--- src/rtl/uart_cmd_parser.sv ---
// UART command frame parser: SYNC, cmd, addrLsb, addrMsb, dataLsb, dataMsb[, checksum].
// Define CMD_PARSER_CHECKSUM_EN to require a trailing XOR checksum byte (7-byte frames).
module uart_cmd_parser #(
    parameter logic [7:0]  SYNC_BYTE    = 8'h55,
    parameter int unsigned TIMEOUT_CLKS = 40000
) (
    input  logic       clk40M,
    input  logic       rst,
    input  logic       rx_dv,
    input  logic [7:0] rx_byte,
    output logic       cmdUpdate,
    output logic [7:0] o_cmd,
    output logic [7:0] o_addrLsb,
    output logic [7:0] o_addrMsb,
    output logic [7:0] o_dataLsb,
    output logic [7:0] o_dataMsb,
    output logic       frame_err,
    output logic [7:0] err_cnt
);

    localparam int unsigned GAP_W = (TIMEOUT_CLKS > 1) ? $clog2(TIMEOUT_CLKS) : 1;
    localparam logic [GAP_W-1:0] GAP_MAX = GAP_W'(TIMEOUT_CLKS - 1);
`ifdef CMD_PARSER_CHECKSUM_EN
    localparam int unsigned NBUF = 5;
`else
    localparam int unsigned NBUF = 4;
`endif

    typedef enum logic [1:0] {eIdle, eCollect, eChk, eEmit} state_t;

    state_t                     state;
    logic [2:0]                 idx;
    logic [GAP_W-1:0]           gap;
    logic [NBUF-1:0][7:0]       pay;   // shift register, oldest byte in the top slot

    always_ff @(posedge clk40M) begin
        if (rst) begin
            state     <= eIdle;
            idx       <= '0;
            gap       <= '0;
            pay       <= '0;
            cmdUpdate <= 1'b0;
            frame_err <= 1'b0;
            o_cmd     <= 8'h00;
            o_addrLsb <= 8'h00;
            o_addrMsb <= 8'h00;
            o_dataLsb <= 8'h00;
            o_dataMsb <= 8'h00;
        end else begin
            cmdUpdate <= 1'b0;
            frame_err <= 1'b0;
            case (state)
                eIdle: begin
                    if (rx_dv && rx_byte == SYNC_BYTE) begin
                        state <= eCollect;
                        idx   <= '0;
                        gap   <= '0;
                    end
                end
                eCollect: begin
                    if (rx_dv) begin
                        pay <= {pay[NBUF-2:0], rx_byte};
                        idx <= idx + 3'd1;
                        gap <= '0;
                        if (idx == 3'd4) begin
`ifdef CMD_PARSER_CHECKSUM_EN
                            state     <= eChk;
`else
                            state     <= eEmit;
                            cmdUpdate <= 1'b1;
                            o_cmd     <= pay[3];
                            o_addrLsb <= pay[2];
                            o_addrMsb <= pay[1];
                            o_dataLsb <= pay[0];
                            o_dataMsb <= rx_byte;
`endif
                        end
                    end else if (gap == GAP_MAX) begin
                        state     <= eIdle;
                        idx       <= '0;
                        frame_err <= 1'b1;
                    end else begin
                        gap <= gap + GAP_W'(1);
                    end
                end
`ifdef CMD_PARSER_CHECKSUM_EN
                eChk: begin
                    if (rx_dv) begin
                        gap <= '0;
                        idx <= '0;
                        if (rx_byte == (pay[4] ^ pay[3] ^ pay[2] ^ pay[1] ^ pay[0])) begin
                            state     <= eEmit;
                            cmdUpdate <= 1'b1;
                            o_cmd     <= pay[4];
                            o_addrLsb <= pay[3];
                            o_addrMsb <= pay[2];
                            o_dataLsb <= pay[1];
                            o_dataMsb <= pay[0];
                        end else begin
                            state     <= eIdle;
                            frame_err <= 1'b1;
                        end
                    end else if (gap == GAP_MAX) begin
                        state     <= eIdle;
                        idx       <= '0;
                        frame_err <= 1'b1;
                    end else begin
                        gap <= gap + GAP_W'(1);
                    end
                end
`endif
                eEmit: begin
                    // bytes arriving here, including SYNC_BYTE, are dropped
                    state <= eIdle;
                    idx   <= '0;
                    gap   <= '0;
                end
                default: begin
                    state <= eIdle;
                end
            endcase
        end
    end

    // Saturating error counter, lags the frame_err pulse by one cycle
    always_ff @(posedge clk40M) begin
        if (rst) begin
            err_cnt <= 8'h00;
        end else if (frame_err && err_cnt != 8'hFF) begin
            err_cnt <= err_cnt + 8'd1;
        end
    end

endmodule

--- config.mk ---
export PLATFORM = sky130hd
export DESIGN_NAME = uart_cmd_parser
export DESIGN_NICKNAME = d
export VERILOG_FILES = /design/src/rtl/uart_cmd_parser.sv
export SDC_FILE = /design/constraint.sdc
export NUM_CORES = 1
export LEC_CHECK = 0
export BUFFER_PORTS_ARGS = -buffer_cell sky130_fd_sc_hd__clkbuf_2
export CORE_MARGIN = 5
export CORE_UTILIZATION = 56
export DETAILED_ROUTE_END_ITERATION = 12
export GPL_ROUTABILITY_DRIVEN = 0
export PLACE_DENSITY = 0.78
export SYNTH_ARGS = -nofsm -noshare
export SYNTH_HDL_FRONTEND = slang
export SYNTH_SLANG_ARGS = --single-unit
export TNS_END_PERCENT = 30
--- constraint.sdc ---
create_clock -name clk40M -period 2.4 [get_ports clk40M]
set_input_delay 0.36 -clock clk40M [delete_from_list [all_inputs] [get_ports clk40M]]
set_output_delay 0.36 -clock clk40M [all_outputs]
set_load 0.02 [all_outputs]
After elaboration in Yosys (flattened, before gate mapping)
Index checks and enable logic that the tools add are counted.

storage, ports and cells
  output and inout bits = 50
  bits in registers = 103
  input bits = 11

cells by class
  equal/unequal tests = 10
  add/subtract/negate cells = 3
  bitwise gates (word level) = 2
  reduce and logical (&&, ||, !) cells = 11
  muxes and demuxes = 15

operator list
  operator                                             count
  2-to-1 mux 16 bit                                    3
  one-hot mux 16 bit (3 select lines)                  1
  adder 16 x 1 -> 16 bit, second input constant        1
  equality test 16 bit, second input constant          1
  AND reduction 3 bit                                  4
  2-to-1 mux 3 bit                                     3
  != test 3 bit, second input constant                 3
  one-hot mux 3 bit (3 select lines)                   1
  adder 8 x 1 -> 8 bit, second input constant          1
  equality test 8 x 7 -> 1 bit, second input constant  1
  2-to-1 mux 2 bit                                     4
  != test 8 bit, second input constant                 1
  OR reduction 3 bit                                   2
  one-hot mux 2 bit (2 select lines)                   1
  adder 3 x 1 -> 3 bit, second input constant          1
  equality test 3 bit, second input constant           1
  nonzero test 3 bit                                   1
  equality test 2 x 1 -> 1 bit, second input constant  1
  equality test 2 bit, second input constant           1
  logical AND 1 bit                                    2
  zero test 2 bit                                      1
  2-to-1 mux 1 bit                                     2
  != test 2 bit, second input constant                 1
  NOT 1 bit                                            2
  AND reduction 2 bit                                  1

Depth between registers and ports, before layout
Gate-level depths: netlist of the first run.

  depth after elaboration = 4
  mapped depth = 8

Least setup slack after synthesis of the first run
Ideal clock, no wire load.

  path type = reg-to-reg
  start point = register gap[0]
  end point = register idx[0]
  stages on the path, launching flop included = 6
  data required time = 2.269 ns
  setup time = 0.131 ns
  period minus slack after synthesis = 1.958 ns
  setup slack = 0.442 ns
  arrival = 1.827 ns
  cells stage by stage = dfxtp_1 > ha_1 > or4bb_2 > or4_4 > a21oi_2 > a211oi_1

on the way
  cells in the longest elaborated chain, start to end = 3

RTL lines
  element                               RTL line  RTL
  start, declared                       33        logic [GAP_W-1:0] gap;
  start signal, assigned                83        gap <= gap + GAP_W'(1);
  equality test 16 bit                  78        end else if (gap == GAP_MAX) begin
  != test 3 bit (no source line)        --
  AND reduction 3 bit (no source line)  --
  end signal, assigned                  63        idx <= idx + 3'd1;
  end, declared                         32        logic [2:0] idx;

No other way between the ends.
A chain may end at the register's enable or synchronous reset.

Final worst setup path of the first run
Ends and elaborated chain as after synthesis.

==> results of run 1 <==
metal layers:
metal	vias to the layer above	share of wire [%]
li1	1850	-
met1	1729	46
met5	-	0
met4	0	1.5
met3	11	5.1
met2	95	47
synth_stat cells, types with 2 or more instances:
cell type / number
mux2i_1: 2
and2_1: 2
nand3_1: 19
nor2_1: 14
or4_4: 3
clkbuf_1: 26
o211ai_1: 8
a211oi_1: 3
o31ai_1: 2
dfxtp_1: 103
o21ai_0: 9
ha_1: 4
a31oi_1: 6
xor2_1: 3
nor3b_1: 3
nand3b_1: 2
a21oi_1: 81
or4_1: 9
buf_6: 2
nand4_1: 4
clkbuf_8: 2
and4_1: 2
and3_1: 2
inv_1: 6
or3_1: 5
nand2_1: 164
worst max-delay path, cell delays in order, from the launching register on:
cell and delay, ns:
dfxtp_1 0.40, ha_1 0.24, or4bb_2 0.58, or4_4 0.49, a21oi_2 0.21, a211oi_1 0.10
metrics by stage:
| stage | power [W] | utilization, % | std cells | area, um^2 | hold WS (ns) |
|---|---|---|---|---|---|
| 6_report | 0.002865 | 65.07 | 663 | 4695 | 0.2484 |
| 5_1_grt | 0.002969 | 65.07 | 663 | 4695 | 0.2448 |
| 4_1_cts | 0.002888 | 65.07 | 663 | 4695 | 0.2273 |
| 3_5_place_dp | 0.001801 | 62.23 | 647 | 4489 | 0.4465 |
| 3_3_place_gp | 0.001800 | 62.23 | 647 | 4489 | 0.4407 |
| 2_1_floorplan | 0.001779 | - | 509 | 4135 | 0.4321 |
logic make-up after synthesis:
family	after synthesis	synth area share (%)
AOI/OAI and AO/OA	117	15.89
xor gates and xnor gates	3	0.6355
adders and majority gates	4	1.210
buffers and inverters	38	4.539
DFF	103	49.86
muxes	2	0.4841
and+or+nand+nor	242	27.38
sequential cells by signal, indices dropped and copies added (netlist names):
signal	flops
idx	3
gap	16
err_cnt	8
state	2
o_addrLsb	8
o_dataLsb	8
o_cmd	8
o_dataMsb	8
o_addrMsb	8
pay	32
cmdUpdate	1
frame_err	1
cell type report:
class | count | area [um^2] | share of cell area, %
Clock buffer | 10 | 127.6 | 2.719
Clock inverter | 6 | 77.57 | 1.652
Inverter | 6 | 22.52 | 0.4797
Multi-Input combinational cell | 368 | 1886 | 40.17
Sequential cell | 103 | 2062 | 43.92
Tap cell | 99 | 123.9 | 2.639
Timing Repair Buffer | 71 | 395.4 | 8.422
layout by cell type, fill, tap and decap left out, drive strengths merged, types with 3 or more instances in the layout:
cell      n
nand2   164
dfxtp   103
a21oi    82
clkbuf   69
nand3    19
nor2     14
buf      12
or4      12
o21ai     9
o211ai    8
inv       8
a31oi     6
or3       5
nand4     5
ha        4
nor3b     4
xor2      3
a211oi    3
and3      3
and2      3
power groups by stage:
| stage | Sequential, W | Combinational, W | Clock [W] |
|---|---|---|---|
| 2_1_floorplan | 0.00175 | 0.0000314 | 0 |
| 3_3_place_gp | 0.00175 | 0.0000521 | 0 |
| 4_1_cts | 0.00171 | 0.0000527 | 0.00113 |
| 5_1_grt | 0.00171 | 0.0000577 | 0.00120 |
| 6_report | 0.00171 | 0.0000529 | 0.00110 |
| 3_5_place_dp | 0.00175 | 0.0000527 | 0 |
path summary, 6_finish.rpt:
| path | start | endpoint | slack (ns) | cells past startpoint |
|---|---|---|---|---|
| worst max-delay path | gap[0] | idx[0] | 0.24 | 5 |
| worst min-delay path | rx_byte[2] | pay[2] | 0.25 | 3 |
| worst max register to register | gap[0] | idx[0] | 0.24 | 5 |
| worst min register to register | pay[24] | o_cmd[0] | 0.45 | 2 |
==> reports/results.ini, run 1 <==
[place]
hpwl_um = 6309
dpl_worst_slack_ns = 0.2799
port-buffer-count = 60

[yosys]
synth_cell_types = 49
yosysWarnings = 0
ys_seq_area_share_pct = 49.86
synth_async_sr_flop_share_pct = 0
syn_nets = 524
synth.avg_cell_area_um2 = 8.124
syn_area_mm2 = 0.004135
dominantRegCellSynth = dfxtp_1
synth.area.top_cells = dfxtp_1 (50%), nand2_1 (15%), a21oi_1 (9.8%)
synth_top_area_share_pct = 49.86
synth_edf_count = 0
synth.ff_latch_count = 103
yosysTopAreaCell = dfxtp_1
syn_inst = 509

[global_routing]
gr-max-usage-layer = met2
grtUsageMet2_pct = 33.53
gr-usage-met3_pct = 3.987
grtUsageMet1_pct = 27.91
grt_max_degree = 75
grt.total_usage_pct = 20.85
grt_pass1_wl_um = 15310
grt_pass1_vias = 3354
antenna_found_initial = 0
grt-ovfl-total = 0

[power_and_ir_drop]
seqPwrFrac_pct = 59.6
power.internal_w = 0.002222
leakagePower_nw = 1.678
p_clk_share_pct = 38.5
p_switching_w = 0.0006429
ir_drop_mv = 0.3483
switching_share_pct = 22.44
power_frac_comb_pct = 1.8
cellPowerDensity_mw_per_mm2 = 610.3

[route]
drt_iter0_markers = 286
routed_wl_um = 9040
wl_per_cell_um = 13.63
post-route-drc-count = 0
ant_nets = 0
drt_pass1_iterations = 4
vias = 3685
vias_per_cell = 5.558

[hold_path]
hold_class = input pin to flip-flop

[status]
status = completed

[clocking]
cts-hold-fix-buffers = 0
worstSkewPairLatency_ns = 0.36
ctsResizeCount = 0
cts-buffers-inserted = 9
cts.htree.levels = 3
tritoncts = built
cts_sinks = 103
cts_setup_buffers = 0
cts_root_buf = clkbuf_8
clk_pin_slew_ns = 0.09
cts.path.max_buffers = 2

[worst_setup_path]
cp.required_ns = 2.61
end_kind = flip-flop
arrival_ns = 2.37
cp-start-kind = flip-flop
criticalPathCategory = flip-flop to flip-flop
crit_fanout = 6

[timing]
slew_headroom_pct = 39.39
slew_viol_final = 0
worst_pin_slew_ns = 0.9030
min_period_ns = 2.164
max_freq_mhz = 462.2
final.period_utilization_pct = 90.16
grt_setup_unrepaired = false
fin_ws_ns = 0.2363
fin_skew_ns = 0.01778
setup_viol = 0
setup_tns_ns = 0
finalHoldViolCount = 0

[cells_and_area]
fillers = 628
nets = 574
antenna_cells = 0
drive_above_1_share_pct = 17.02
syn2layout_area_growth_pct = 13.52

[floorplanning]
ios = 61
row_count = 31
die_x_um = 95.93
start_util_pct = 57.32
die_h_um = 95.93
die-area_mm2 = 0.009203
coreArea_mm2 = 0.007214

[flow_run]
max-cap-violations = 0

Note: power is estimated with default switching activity, not from simulation.
==> inputs of run 2 (changes only) <==
--- a/config.mk
+++ b/config.mk
@@ -6,7 +6,7 @@
 export NUM_CORES = 1
 export LEC_CHECK = 0
 export BUFFER_PORTS_ARGS = -buffer_cell sky130_fd_sc_hd__clkbuf_2
-export CORE_MARGIN = 5
+export CORE_ASPECT_RATIO = 1.2
 export CORE_UTILIZATION = 56
 export DETAILED_ROUTE_END_ITERATION = 12
 export GPL_ROUTABILITY_DRIVEN = 0
==> run 2 against run 1 <==
Effect of this change: wire length rose by 0.17%; non-clock buffer count grew 1; setup slack improved by 0.0062 ns; sequential share of layout area grew 0.31 points; first-iteration DRC count fell by 30%; critical endpoint unchanged.
==> reports/results.ini, run 2 (synthesis results as in run 1) <==
[worst_setup_path]
criticalPathCategory = flip-flop to flip-flop  ; unchanged
reg2reg_slack_ns = 0.24  ; about the same
end_kind = flip-flop  ; unchanged
arrival_ns = 2.40  ; was 2.37 ns
cp.required_ns = 2.64  ; was 2.61 ns
crit_fanout = 6  ; unchanged
cp-start-kind = flip-flop  ; unchanged

[cells_and_area]
drive_above_1_share_pct = 17.20  ; was 17.02%
mostFrequentLayoutCells = nand2_1 (164), dfxtp_1 (103), a21oi_1 (81)  ; unchanged
antenna_cells = 0  ; unchanged
largest_register = pay  ; unchanged
layout_commonest_cell = nand2_1  ; unchanged
top_regs = pay (32), gap (16)  ; unchanged
final_cell_count_no_fill = 651  ; was 663
nets = 575  ; was 574
syn2layout_area_growth_pct = 12.74  ; was 13.52%
largest_reg_flops = 32  ; unchanged

[global_routing]
grt_pass1_vias = 3277  ; was 3354
grt-ovfl-total = 0  ; unchanged
grt_max_degree = 62  ; was 75
antenna_found_initial = 0  ; unchanged
grt_pass1_wl_um = 14680  ; was 15310 um
grt.total_usage_pct = 24.38  ; was 20.85%

[status]
status = completed  ; unchanged

[flow_run]
max-cap-violations = 0  ; unchanged

[clocking]
cts-buffers-inserted = 9  ; unchanged
ctsResizeCount = 0  ; unchanged
tritoncts = built  ; unchanged
cts_sinks = 103  ; unchanged
cts-hold-fix-buffers = 0  ; unchanged
worstSkewPairLatency_ns = 0.37  ; was 0.36 ns
cts.htree.levels = 3  ; unchanged
cts_root_buf = clkbuf_8  ; unchanged
cts.path.max_buffers = 2  ; unchanged
cts_setup_buffers = 0  ; unchanged
clk_pin_slew_ns = 0.10  ; was 0.09 ns

[place]
hpwl_um = 6071  ; was 6309 um
dpl_worst_slack_ns = 0.2491  ; was 0.2799 ns
placed_cells = 636  ; was 647
port-buffer-count = 60  ; unchanged

[floorplanning]
die_x_um = 80.45  ; was 95.93 um
coreArea_mm2 = 0.006978  ; was 0.007214 mm^2
start_util_pct = 59.26  ; was 57.32%
row_count = 33  ; was 31
ios = 61  ; unchanged
die-area_mm2 = 0.007734  ; was 0.009203 mm^2
die_h_um = 96.14  ; was 95.93 um

[power_and_ir_drop]
leakagePower_nw = 1.666  ; was 1.678 nW
cellPowerDensity_mw_per_mm2 = 593.8  ; was 610.3 mW/mm^2
ir_drop_mv = 0.4426  ; was 0.3483 mV
seqPwrFrac_pct = 61.7  ; was 59.6%
power.internal_w = 0.002132  ; was 0.002222 W
power_frac_comb_pct = 1.9  ; was 1.8%
p_switching_w = 0.0006365  ; was 0.0006429 W
p_clk_share_pct = 36.4  ; was 38.5%
switching_share_pct = 22.99  ; was 22.44%

[route]
ant_nets = 0  ; unchanged
drt_iter0_markers = 199  ; was 286
wl_per_cell_um = 13.91  ; was 13.63 um
post-route-drc-count = 0  ; unchanged
drt_pass1_iterations = 4  ; unchanged
vias_per_cell = 5.650  ; was 5.558
routed_wl_um = 9055  ; was 9040 um
vias = 3678  ; was 3685

[timing]
fin_skew_ns = 0.01289  ; was 0.01778 ns
setup_viol = 0  ; unchanged
slew_headroom_pct = 56.40  ; was 39.39%
slew_viol_final = 0  ; unchanged
grt_setup_unrepaired = false  ; unchanged
final.period_utilization_pct = 89.90  ; was 90.16%
worst_pin_slew_ns = 0.6510  ; was 0.9030 ns
finalHoldViolCount = 0  ; unchanged
setup_tns_ns = 0  ; unchanged
max_freq_mhz = 463.5  ; was 462.2 MHz
min_period_ns = 2.158  ; was 2.164 ns
fin_ws_ns = 0.2424  ; was 0.2363 ns

[hold_path]
hold_class = input pin to flip-flop  ; unchanged

==> run 2: cell count changes in the layout (fill, tap and decap cells not counted), sizes merged <==
cell	previous run	this run
buf	12	13
bufinv	1	0
clkinv	2	0
clkinvlp	1	3
==> run 2: through the flow <==
step	power (W)	util (%)	cell area [um^2]	hold slack, ns
floorplan	0.001779	-	4135	0.4321
global placement	0.001799	64.23	4482	0.4415
detailed placement	0.001800	64.23	4482	0.4458
CTS	0.002786	66.81	4662	0.2187
global route	0.002866	66.81	4662	0.2299
finish	0.002768	66.81	4662	0.2296
==> run 2: worst paths after layout <==
check / from / to / cells past startpoint
max reg2reg: gap[0] / idx[0] / 5
max: gap[0] / idx[0] / 5
min: rx_byte[5] / o_dataMsb[5] / 3
min reg2reg: o_cmd[1] / o_cmd[1] / 2
==> run 2: worst max-delay path, cell delays in order (launching register included) <==
cell	delay, ns
dfxtp_1	0.41
ha_1	0.26
or4bb_2	0.57
or4_4	0.49
a21oi_2	0.20
a211oi_1	0.11
==> run 2: cell type report <==
| type | count | area (um^2) |
|---|---|---|
| Fill cell | 613 | 2316 |
| Clock inverter | 5 | 42.54 |
| Inverter | 6 | 22.52 |
| Timing Repair Buffer | 72 | 402.9 |
| Tap cell | 87 | 108.9 |
| Clock buffer | 10 | 137.6 |
| Multi-Input combinational cell | 368 | 1886 |
| Sequential cell | 103 | 2062 |
==> run 2: routing by layer <==
layer | wire [um] | GRT usage (%)
met1 | 3946 | 28.59
met2 | 4605 | 43.08
met3 | 360 | 4.929
met4 | 142 | 9.970
met5 | 0 | 0
==> run 2: power groups by stage <==
stage	logic, W	clock network (W)	registers, W
2_1_floorplan	0.0000314	0	0.00175
3_3_place_gp	0.0000512	0	0.00175
3_5_place_dp	0.0000517	0	0.00175
4_1_cts	0.0000518	0.00103	0.00171
5_1_grt	0.0000564	0.00110	0.00171
6_report	0.0000516	0.00101	0.00171
==> inputs of run 3 (changes only) <==
--- a/config.mk
+++ b/config.mk
@@ -5,10 +5,10 @@
 export SDC_FILE = /design/constraint.sdc
 export NUM_CORES = 1
 export LEC_CHECK = 0
-export BUFFER_PORTS_ARGS = -buffer_cell sky130_fd_sc_hd__clkbuf_2
 export CORE_ASPECT_RATIO = 1.2
-export CORE_UTILIZATION = 56
+export CORE_UTILIZATION = 62
 export DETAILED_ROUTE_END_ITERATION = 12
+export DONT_BUFFER_PORTS = 1
 export GPL_ROUTABILITY_DRIVEN = 0
 export PLACE_DENSITY = 0.78
 export SYNTH_ARGS = -nofsm -noshare
==> run 3 against run 2 <==
Effect of this change: core utilization rose by 0.35 points; largest cell class unchanged; wire length fell by 6.8%; cell count fell by 10%; die area fell by 9.5%; clock skew fell by 0.0013 ns; first-iteration DRC count rose by 6.0%; flip-flop and latch count did not move; clock power barely moved; critical path depth did not move; global-route usage rose by 0.76 points.
==> reports/results.ini, run 3 (synthesis results as in run 1) <==
[status]
status = completed  ; unchanged

[clocking]
cts-hold-fix-buffers = 0  ; unchanged
ctsResizeCount = 0  ; unchanged
cts-buffers-inserted = 9  ; unchanged
cts_root_buf = clkbuf_8  ; unchanged
worstSkewPairLatency_ns = 0.36  ; was 0.37 ns
tritoncts = built  ; unchanged
cts_sinks = 103  ; unchanged
cts.htree.levels = 3  ; unchanged
clk_pin_slew_ns = 0.10  ; about the same
cts.path.max_buffers = 2  ; unchanged
cts_setup_buffers = 0  ; unchanged

[route]
post-route-drc-count = 0  ; unchanged
vias = 3422  ; was 3678
routed_wl_um = 8437  ; was 9055 um
wl_per_cell_um = 14.40  ; was 13.91 um
ant_nets = 0  ; unchanged
drt_pass1_iterations = 4  ; unchanged
drt_iter0_markers = 211  ; was 199
vias_per_cell = 5.840  ; was 5.650

[timing]
fin_ws_ns = 0.2876  ; was 0.2424 ns
setup_tns_ns = 0  ; unchanged
slew_headroom_pct = 57.41  ; was 56.40%
min_period_ns = 2.112  ; was 2.158 ns
fin_skew_ns = 0.01159  ; was 0.01289 ns
finalHoldViolCount = 0  ; unchanged
slew_viol_final = 0  ; unchanged
max_freq_mhz = 473.4  ; was 463.5 MHz
worst_pin_slew_ns = 0.6359  ; was 0.6510 ns
grt_setup_unrepaired = false  ; unchanged
setup_viol = 0  ; unchanged
final.period_utilization_pct = 88.02  ; was 89.90%

[floorplanning]
coreArea_mm2 = 0.006446  ; was 0.006978 mm^2
die-area_mm2 = 0.007001  ; was 0.007734 mm^2
die_h_um = 91.46  ; was 96.14 um
row_count = 32  ; was 33
die_x_um = 76.55  ; was 80.45 um
ios = 61  ; unchanged
start_util_pct = 64.15  ; was 59.26%

[worst_setup_path]
arrival_ns = 2.35  ; was 2.40 ns
end_kind = flip-flop  ; unchanged
crit_fanout = 6  ; unchanged
cp.required_ns = 2.64  ; about the same
criticalPathCategory = flip-flop to flip-flop  ; unchanged
cp-start-kind = flip-flop  ; unchanged

[cells_and_area]
drive_above_1_share_pct = 6.786  ; was 17.20%
layout_commonest_cell = nand2_1  ; unchanged
nets = 511  ; was 575
antenna_cells = 0  ; unchanged
largest_register = pay  ; unchanged
top_regs = pay (32), gap (16)  ; unchanged
largest_reg_flops = 32  ; unchanged
syn2layout_area_growth_pct = 4.690  ; was 12.74%
mostFrequentLayoutCells = nand2_1 (164), dfxtp_1 (103), a21oi_1 (81)  ; unchanged

[power_and_ir_drop]
p_switching_w = 0.0006262  ; was 0.0006365 W
p_clk_share_pct = 37.3  ; was 36.4%
seqPwrFrac_pct = 62.3  ; was 61.7%
leakagePower_nw = 1.380  ; was 1.666 nW
power_frac_comb_pct = 0.4  ; was 1.9%
ir_drop_mv = 0.4676  ; was 0.4426 mV
cellPowerDensity_mw_per_mm2 = 633.3  ; was 593.8 mW/mm^2
power.internal_w = 0.002116  ; was 0.002132 W
switching_share_pct = 22.84  ; was 22.99%

[flow_run]
max-cap-violations = 0  ; unchanged

[global_routing]
grt.total_usage_pct = 25.13  ; was 24.38%
grt_pass1_wl_um = 14260  ; was 14680 um
antenna_found_initial = 0  ; unchanged
grt_max_degree = 97  ; was 62
grt-ovfl-total = 0  ; unchanged
grt_pass1_vias = 3199  ; was 3277

[place]
port-buffer-count = 0  ; was 60
dpl_worst_slack_ns = 0.2994  ; was 0.2491 ns
hpwl_um = 5584  ; was 6071 um

[hold_path]
hold_class = input pin to flip-flop  ; unchanged

run 3: cell count changes in the layout (fill, tap and decap cells not counted):
| cell | before | now |
|---|---|---|
| clkinvlp_4 | 3 | 1 |
| inv_8 | 1 | 2 |
| clkbuf_8 | 10 | 9 |
| clkbuf_2 | 59 | 0 |
| clkinv_8 | 0 | 1 |
| inv_6 | 1 | 0 |
| clkinv_2 | 0 | 1 |
| buf_4 | 11 | 8 |
| buf_2 | 1 | 0 |
| clkinv_4 | 0 | 2 |
| buf_12 | 1 | 0 |
run 3: final timing paths:
path | start | end | slack (ns) | cells after the start
setup / recovery | gap[0] | idx[2] | 0.29 | 5
hold / removal | rst | gap[11] | 0.07 | 1
setup reg to reg | gap[0] | idx[2] | 0.29 | 5
hold reg to reg | pay[28] | o_cmd[4] | 0.46 | 2
run 3: area by class of cell:
| type | count | area, um^2 |
|---|---|---|
| well taps | 85 | 106.4 |
| multi-input cells | 368 | 1886 |
| clock buffers | 9 | 123.9 |
| inverters | 6 | 22.52 |
| flip-flops and latches | 103 | 2062 |
| fillers | 528 | 2117 |
| repair buffers | 8 | 60.06 |
| clock inverters | 7 | 68.82 |
run 3: power groups by stage:
stage          clock network (W)   logic, W  registers (W)
2_1_floorplan                  0  0.0000314        0.00175
3_3_place_gp                   0  0.0000111        0.00175
3_5_place_dp                   0  0.0000113        0.00175
4_1_cts                  0.00105  0.0000113        0.00171
5_1_grt                  0.00112  0.0000120        0.00171
6_report                 0.00102  0.0000113        0.00171
run 3: per-layer routing:
layer  part of all wire (%)  vias up  global-route usage [%]
met2                     50       63                   43.54
met1                     44     1617                   30.48
met4                    1.7        0                   10.90
met5                      0        -                       0
met3                    4.0       16                   4.221
li1                       -     1726                       -
run 3: critical path: stages, from the launching register on:
cell      delay (ns)
dfxtp_1         0.41
ha_1            0.24
or4bb_2         0.57
or4_4           0.49
a21oi_2         0.19
a211oi_1        0.10
run 3: stage by stage:
step / utilization [%] / instances / power [W] / hold WS (ns) / area [um^2]
2_1_floorplan: - / 509 / 0.001779 / 0.4321 / 4135
3_3_place_gp: 64.17 / 570 / 0.001759 / 0.4341 / 4136
3_5_place_dp: 64.17 / 570 / 0.001759 / 0.4385 / 4136
4_1_cts: 67.16 / 586 / 0.002769 / 0.04332 / 4329
5_1_grt: 67.16 / 586 / 0.002846 / 0.03242 / 4329
6_report: 67.16 / 586 / 0.002742 / 0.06855 / 4329
